$ cat src/rtl/prog_mem_pkg.sv
// Shared processor package: fetch-unit state encoding, default NOP
// instruction word and small sizing helpers used by the program memory
// and the decode/execute blocks.
package prog_mem_pkg;

  // Program memory controller states
  typedef enum logic [0:0] {
    ST_CLEAR = 1'b0,
    ST_RUN   = 1'b1
  } pm_state_t;

  // Default instruction word returned for cleared or out-of-range words
  localparam logic [15:0] NOP_WORD_DEFAULT = 16'h0000;

  // Index width needed to address 'depth' words (at least one bit)
  function automatic int idx_width(input int depth);
    if (depth > 1) begin
      return $clog2(depth);
    end else begin
      return 1;
    end
  endfunction

endpackage

$ cat src/rtl/prog_mem_if.sv
// Fetch / program-load bus between an instruction fetch unit (master) and
// the program memory (slave).
interface prog_mem_if #(
  parameter int DATA_W = 16,
  parameter int ADDR_W = 8
);

  logic              req_valid;
  logic              req_ready;
  logic [ADDR_W-1:0] req_addr;
  logic              rsp_valid;
  logic              rsp_ready;
  logic [DATA_W-1:0] rsp_data;
  logic              rsp_err;
  logic              ld_en;
  logic [ADDR_W-1:0] ld_addr;
  logic [DATA_W-1:0] ld_data;
  logic              busy;

  modport master (
    output req_valid, req_addr, rsp_ready, ld_en, ld_addr, ld_data,
    input  req_ready, rsp_valid, rsp_data, rsp_err, busy
  );

  modport slave (
    input  req_valid, req_addr, rsp_ready, ld_en, ld_addr, ld_data,
    output req_ready, rsp_valid, rsp_data, rsp_err, busy
  );

endinterface

$ cat src/rtl/prog_mem_array.sv
// Instruction storage: one synchronous write port and one registered read
// port. The array carries no reset; its contents are initialised by the
// controller's clear sequence.
module prog_mem_array
  import prog_mem_pkg::*;
#(
  parameter int DATA_W = 16,
  parameter int DEPTH  = 256,
  parameter int IDX_W  = idx_width(DEPTH)
) (
  input  logic              clk,
  input  logic              wr_en,
  input  logic [IDX_W-1:0]  wr_addr,
  input  logic [DATA_W-1:0] wr_data,
  input  logic              rd_en,
  input  logic [IDX_W-1:0]  rd_addr,
  output logic [DATA_W-1:0] rd_data
);

  logic [DATA_W-1:0] mem [0:DEPTH-1];

  // Write port: the controller only presents in-range addresses
  always_ff @(posedge clk) begin
    if (wr_en) begin
      mem[wr_addr] <= wr_data;
    end
  end

  // Registered read port: holds its value until the next enabled read
  always_ff @(posedge clk) begin
    if (rd_en) begin
      rd_data <= mem[rd_addr];
    end
  end

endmodule

$ cat src/rtl/prog_mem.sv
// Program memory with a fetch request/response handshake and a program-load
// write port. After reset every word is overwritten with NOP_WORD, one word
// per cycle, before fetches or loads are serviced.
module prog_mem
  import prog_mem_pkg::*;
#(
  parameter int                 DATA_W   = 16,
  parameter int                 ADDR_W   = 8,
  parameter int                 DEPTH    = 256,
  parameter logic [DATA_W-1:0]  NOP_WORD = DATA_W'(NOP_WORD_DEFAULT)
) (
  input  logic       clk,
  input  logic       rst_n,
  prog_mem_if.slave  bus
);

  localparam int               IDX_W    = idx_width(DEPTH);
  // One extra bit so that DEPTH == 2**ADDR_W is still representable
  localparam logic [ADDR_W:0]  DEPTH_X  = (ADDR_W + 1)'(DEPTH);
  localparam logic [IDX_W-1:0] LAST_IDX = IDX_W'(DEPTH - 1);
  localparam logic [IDX_W-1:0] ONE_IDX  = IDX_W'(1);
  localparam logic [IDX_W-1:0] ZERO_IDX = {IDX_W{1'b0}};

  pm_state_t         state_r;
  logic [IDX_W-1:0]  cnt_r;
  logic              busy_r;
  logic              rsp_valid_r;
  logic              rsp_err_r;

  logic              req_in_range_s;
  logic              ld_in_range_s;
  logic              req_ready_s;
  logic              accept_s;
  logic              wr_en_s;
  logic [IDX_W-1:0]  wr_addr_s;
  logic [DATA_W-1:0] wr_data_s;
  logic              rd_en_s;
  logic [DATA_W-1:0] rd_data_s;
  logic [DATA_W-1:0] rsp_data_s;

  // Unsigned range checks at ADDR_W+1 bits
  assign req_in_range_s = ({1'b0, bus.req_addr} < DEPTH_X);
  assign ld_in_range_s  = ({1'b0, bus.ld_addr}  < DEPTH_X);

  // Fetch readiness: loads win, and a pending response must drain first
  always_comb begin
    req_ready_s = 1'b0;
    if (state_r == ST_RUN) begin
      req_ready_s = !bus.ld_en && (!rsp_valid_r || bus.rsp_ready);
    end else begin
      req_ready_s = 1'b0;
    end
  end

  assign accept_s = bus.req_valid && req_ready_s;
  // Out-of-range fetches never touch the array; the response is forced to NOP
  assign rd_en_s  = accept_s && req_in_range_s;

  // Write-port steering: clear counter during CLEAR, load port during RUN
  always_comb begin
    wr_en_s   = 1'b0;
    wr_addr_s = ZERO_IDX;
    wr_data_s = NOP_WORD;
    case (state_r)
      ST_CLEAR: begin
        wr_en_s   = 1'b1;
        wr_addr_s = cnt_r;
        wr_data_s = NOP_WORD;
      end
      ST_RUN: begin
        if (bus.ld_en && ld_in_range_s) begin
          wr_en_s   = 1'b1;
          wr_addr_s = bus.ld_addr[IDX_W-1:0];
          wr_data_s = bus.ld_data;
        end else begin
          wr_en_s   = 1'b0;
          wr_addr_s = ZERO_IDX;
          wr_data_s = NOP_WORD;
        end
      end
      default: begin
        wr_en_s   = 1'b0;
        wr_addr_s = ZERO_IDX;
        wr_data_s = NOP_WORD;
      end
    endcase
  end

  prog_mem_array #(
    .DATA_W (DATA_W),
    .DEPTH  (DEPTH),
    .IDX_W  (IDX_W)
  ) u_array (
    .clk     (clk),
    .wr_en   (wr_en_s),
    .wr_addr (wr_addr_s),
    .wr_data (wr_data_s),
    .rd_en   (rd_en_s),
    .rd_addr (bus.req_addr[IDX_W-1:0]),
    .rd_data (rd_data_s)
  );

  // Controller FSM: clear sweep, then fetch response tracking
  always_ff @(posedge clk or negedge rst_n) begin
    if (!rst_n) begin
      state_r     <= ST_CLEAR;
      cnt_r       <= ZERO_IDX;
      busy_r      <= 1'b1;
      rsp_valid_r <= 1'b0;
      rsp_err_r   <= 1'b0;
    end else begin
      case (state_r)
        ST_CLEAR: begin
          rsp_valid_r <= 1'b0;
          rsp_err_r   <= 1'b0;
          if (cnt_r == LAST_IDX) begin
            // Counter parks on the last index; it never wraps
            state_r <= ST_RUN;
            busy_r  <= 1'b0;
          end else begin
            cnt_r  <= cnt_r + ONE_IDX;
            busy_r <= 1'b1;
          end
        end
        ST_RUN: begin
          busy_r <= 1'b0;
          if (accept_s) begin
            rsp_valid_r <= 1'b1;
            rsp_err_r   <= !req_in_range_s;
          end else if (rsp_valid_r && bus.rsp_ready) begin
            rsp_valid_r <= 1'b0;
            rsp_err_r   <= 1'b0;
          end else begin
            rsp_valid_r <= rsp_valid_r;
            rsp_err_r   <= rsp_err_r;
          end
        end
        default: begin
          state_r     <= ST_CLEAR;
          cnt_r       <= ZERO_IDX;
          busy_r      <= 1'b1;
          rsp_valid_r <= 1'b0;
          rsp_err_r   <= 1'b0;
        end
      endcase
    end
  end

  // Response data: array word for a valid in-range fetch, otherwise NOP
  always_comb begin
    rsp_data_s = NOP_WORD;
    if (rsp_valid_r && !rsp_err_r) begin
      rsp_data_s = rd_data_s;
    end else begin
      rsp_data_s = NOP_WORD;
    end
  end

  assign bus.req_ready = req_ready_s;
  assign bus.rsp_valid = rsp_valid_r;
  assign bus.rsp_err   = rsp_err_r;
  assign bus.rsp_data  = rsp_data_s;
  assign bus.busy      = busy_r;

endmodule

$ cat src/flat_wrapper.sv
// flat-port wrapper written by rule: the top's interface ports become plain ports
module prog_mem_flat import prog_mem_pkg::*;
#(
  parameter int                 DATA_W   = 16,
  parameter int                 ADDR_W   = 8,
  parameter int                 DEPTH    = 256,
  parameter logic [DATA_W-1:0]  NOP_WORD = DATA_W'(NOP_WORD_DEFAULT)
)
  (clk, rst_n, bus_req_valid, bus_req_addr, bus_rsp_ready, bus_ld_en, bus_ld_addr, bus_ld_data, bus_req_ready, bus_rsp_valid, bus_rsp_data, bus_rsp_err, bus_busy);
  prog_mem_if #(.DATA_W(DATA_W), .ADDR_W(ADDR_W)) bus_i ();
  input  logic clk;
  input  logic rst_n;
  input wire logic [$bits(bus_i.req_valid)-1:0] bus_req_valid;
  input wire logic [$bits(bus_i.req_addr)-1:0] bus_req_addr;
  input wire logic [$bits(bus_i.rsp_ready)-1:0] bus_rsp_ready;
  input wire logic [$bits(bus_i.ld_en)-1:0] bus_ld_en;
  input wire logic [$bits(bus_i.ld_addr)-1:0] bus_ld_addr;
  input wire logic [$bits(bus_i.ld_data)-1:0] bus_ld_data;
  output wire logic [$bits(bus_i.req_ready)-1:0] bus_req_ready;
  output wire logic [$bits(bus_i.rsp_valid)-1:0] bus_rsp_valid;
  output wire logic [$bits(bus_i.rsp_data)-1:0] bus_rsp_data;
  output wire logic [$bits(bus_i.rsp_err)-1:0] bus_rsp_err;
  output wire logic [$bits(bus_i.busy)-1:0] bus_busy;
  assign bus_i.req_valid = bus_req_valid;
  assign bus_i.req_addr = bus_req_addr;
  assign bus_i.rsp_ready = bus_rsp_ready;
  assign bus_i.ld_en = bus_ld_en;
  assign bus_i.ld_addr = bus_ld_addr;
  assign bus_i.ld_data = bus_ld_data;
  assign bus_req_ready = bus_i.req_ready;
  assign bus_rsp_valid = bus_i.rsp_valid;
  assign bus_rsp_data = bus_i.rsp_data;
  assign bus_rsp_err = bus_i.rsp_err;
  assign bus_busy = bus_i.busy;
  prog_mem #(.DATA_W(DATA_W), .ADDR_W(ADDR_W), .DEPTH(DEPTH), .NOP_WORD(NOP_WORD)) u_core (.clk(clk), .rst_n(rst_n), .bus(bus_i));
endmodule
$ cat config.mk
export PLATFORM = sky130hd
export DESIGN_NAME = prog_mem_flat
export DESIGN_NICKNAME = d
export VERILOG_FILES = /design/src/rtl/prog_mem_pkg.sv /design/src/rtl/prog_mem_if.sv /design/src/rtl/prog_mem_array.sv /design/src/rtl/prog_mem.sv /design/src/flat_wrapper.sv
export SDC_FILE = /design/constraint.sdc
export NUM_CORES = 2
export LEC_CHECK = 0
export CAP_MARGIN = 20
export CORE_MARGIN = 2
export CORE_UTILIZATION = 63
export DETAILED_ROUTE_END_ITERATION = 12
export DONT_BUFFER_PORTS = 1
export PLACE_DENSITY = 0.79
export RECOVER_POWER = 100
export SYNTH_ARGS = -nofsm -noshare
export SYNTH_HDL_FRONTEND = slang
export SYNTH_SLANG_ARGS = --single-unit
$ cat constraint.sdc
create_clock -name clk -period 5.9 [get_ports clk]
set_input_delay 0 -clock clk [delete_from_list [all_inputs] [get_ports clk]]
set_output_delay 0 -clock clk [all_outputs]
set_load 0.05 [all_outputs]
==> impl_metrics.tcl <==
set metrics [dict create \
    holdPathStages 5 \
    swShare_pct 20.24 \
    drt-pass1-iter-count 6 \
    fill_cells 14390 \
    drc 0 \
    final_cell_mix "4,112 x edfxtp_1, 766 x mux4_2, 613 x mux2i_1, 406 x clkbuf_16, 325 x nor2_1" \
    syn_nets 7535 \
    ioPinCount 57 \
    final_cells 11600 \
    synth-edff-count 4112 \
    synth_ff_type "edfxtp_1" \
    reg2reg_depth 6 \
    cts-root-buf "clkbuf_16" \
    numCtsBuffers 402 \
    synth_area_mm2 0.1600 \
    whs_endpoint "u_core.u_array.rd_data[2]" \
    synth_xor_area_share_pct 0.02737 \
    hold_violations 0 \
    grt_overflow_total 0 \
    tns_ns 0 \
    critPathCaptureType "register" \
    drt_iter0_drc 14120 \
    violations "max-capacitance violations, max-slew violations" \
    viasPerCell 7.239 \
    rsz0062_at_grt "false" \
    final_antenna_net_count 0 \
    hp-start "bus_req_addr[2]" \
    clk_pin_slew_worst_paths_ns 0.07 \
    worstPathMaxFanout 23 \
    nets 7925 \
    place_congestion 0.8913 \
    setup.worst_path.start_class "register" \
    hold_buffers 60 \
    synth_compound_area_share_pct 3.631 \
    h-tree-depth 5 \
    grt_use_total_pct 33.17 \
    clkSinkCount 4123 \
    met3_length_um 51400 \
    ys_warn_count 0 \
    port_buffers 0 \
    layout_commonest_cell "edfxtp_1" \
    drv_slew 2570 \
    synthCells 7497 \
    die_h_um 508.0 \
    setup_viol 0 \
    dieArea_mm2 0.2581 \
    critPathKind "reg -> reg" \
    drive_above_1_share_pct 19.50 \
    ys_seq_elements 4123 \
    synth_top_family_by_area "multiplexers" \
    p_leak_nw 45.63 \
    pwr-share-clk_pct 43.2 \
    routed.top_layer "met5" \
    synthAdderAreaFrac_pct 0.007819 \
    power_density_mw_per_mm2 328.8 \
    slew_headroom_pct -181.5 \
    pwr-share-seq_pct 54.5 \
    start_util_pct 63.19 \
    crit_required_ns 6.45 \
    synth_mux_area_share_pct 15.45 \
    antenna_found_initial 31 \
    power_switching_mw 11.78 \
    met2WireLength_um 204300 \
    clk_latency_ns 1.03 \
    grt_max_degree 709 \
    r2r_end "u_core.u_array.mem[154][6]" \
    cts-resized-gates 0 \
    core_area_mm2 0.2532 \
    synth_seq_area_share_pct 77.33 \
    cts_tree "done" \
    pwr-share-comb_pct 2.4 \
    synthDistinctLibCells 55 \
    timing.fmax_ghz 0.1751 \
    reg2reg_slack_ns 0.19 \
    die_w_um 508.0 \
    outcome "complete, but fails checks" \
    cellInternalPower_mw 46.42 \
    synthSimpleGateAreaFrac_pct 1.673 \
    worstReg2RegStart "u_core.state_r" \
    syn_area_per_cell_um2 21.35 \
    vdd_drop_max_v 0.0004419 \
    finalCritPeriodShare_pct 96.79 \
    arrival_ns 6.26 \
    async_flop_share_pct 0.2668 \
    grt_pass1_wl_um 604900 \
    hp-class "in -> reg" \
    skew_ns 0.1223 \
    grt_pass1_vias 82710 \
    cts_setup_buffers 0 \
    wire_per_inst_um 37.06 \
    rows 185 \
    worst_slew_pin_slew_ns 4.223 \
    dp_hpwl_um 220300 \
    syn2layout_area_growth_pct 10.60 \
    clock_path_buffers 4 \
    drt-total-wl_um 429700 \
    period_needed_ns 5.711 \
    dpl.cell_count 10780 \
    wl_met1_um 145500 \
    cap_violations 35 \
    num_vias 83950 \
]
[stage by stage]
stage | setup WS (ns) | util, % | total power [mW] | area [um^2] | hold WS [ns]
4_1_cts | 1.066 | 70.29 | 58.19 | 178000 | 0.001172
3_3_place_gp | 1.262 | 65.02 | 33.57 | 164700 | -0.2954
3_5_place_dp | 1.218 | 65.04 | 33.58 | 164700 | -0.2954
5_1_grt | 0.3188 | 69.88 | 59.30 | 176900 | 0.02805
6_report | 0.1895 | 69.89 | 58.20 | 177000 | 0.07100
2_1_floorplan | 0.8726 | - | 33.42 | 160000 | -0.2956
[state kept, by name (all words and copies together) (netlist names)]
name	count
u_core.u_array.rd_data	16
u_core.bus.busy	1
u_core.state_r	1
u_core.bus.rsp_valid	1
u_core.u_array.mem	4096
u_core.cnt_r	8
[cell families (layout without fill, tap and decap cells)]
group           Yosys count  count (layout)
simple gates            606             606
buf+inv                 462            1172
fa+ha+maj                 1               1
other cells               1              24
xor+xnor                  5               5
flops                  4123            4123
compound gates          804             804
mux                    1495            1495
[cell type report]
type | count | area [um^2] | area share, %
Sequential cell | 4123 | 123800 | 69.92
Multi-Input combinational cell | 2912 | 33360 | 18.85
Clock buffer | 471 | 10400 | 5.878
Tap cell | 3366 | 4212 | 2.380
Timing Repair Buffer | 440 | 2908 | 1.643
Clock inverter | 253 | 2253 | 1.273
Antenna cell | 23 | 57.56 | 0.03252
Inverter | 8 | 42.54 | 0.02404
[power by group through the flow]
stage / clock, mW / combinational, mW / sequential [mW]
floorplan: 0 / 1.08 / 32.3
global placement: 0 / 1.23 / 32.3
detailed placement: 0 / 1.25 / 32.3
CTS: 25.2 / 1.33 / 31.7
global route: 26.2 / 1.40 / 31.7
finish: 25.1 / 1.37 / 31.7
[worst max-delay path, stage by stage (launching register included)]
cell and delay (ns):
dfrtp_1 0.78, nand2_1 0.29, o32ai_1 0.89, nand2_1 1.05
clkbuf_1 0.92, nor2_1 0.29, clkbuf_1 0.99
[worst max-delay path by stage]
stage | start | end | slack (ns) | depth (start not counted)
final | u_core.state_r | u_core.u_array.mem[154][6] | 0.19 | 6
after detailed placement | bus_req_addr[0] | u_core.u_array.rd_data[15] | 1.22 | 9
after global routing | u_core.state_r | u_core.u_array.mem[154][6] | 0.32 | 6
after global placement | bus_req_addr[0] | u_core.u_array.rd_data[15] | 1.26 | 9
after CTS | bus_req_addr[0] | u_core.u_array.rd_data[8] | 1.07 | 11
after floorplan | u_core.state_r | u_core.u_array.mem[0][10] | 0.87 | 3
[synthesized netlist by cell type (all sizes together) (17+ instances only)]
cell type | instances | area share (%)
nand4 | 17 | 0.066
mux4 | 768 | 11
nand2 | 87 | 0.20
mux2 | 114 | 0.80
buf | 241 | 1.4
o221ai | 256 | 1.4
o21ai | 36 | 0.11
a21oi | 151 | 0.47
clkbuf | 211 | 0.49
mux2i | 613 | 3.8
nor3 | 84 | 0.26
a22o | 33 | 0.18
nor2 | 327 | 0.77
and3 | 17 | 0.066
o31ai | 20 | 0.094
o32ai | 20 | 0.11
a221oi | 43 | 0.24
o22ai | 179 | 0.70
a22oi | 49 | 0.23
and2 | 18 | 0.070
edfxtp | 4112 | 77
[layer usage]
metal  up-vias  GRT usage (%)
met5         -              0
li1      32520              -
met1     43280          44.05
met2      6881          51.30
met3      1240          7.755
met4        30          18.90
No activity file was read; power rests on OpenSTA's default activity.
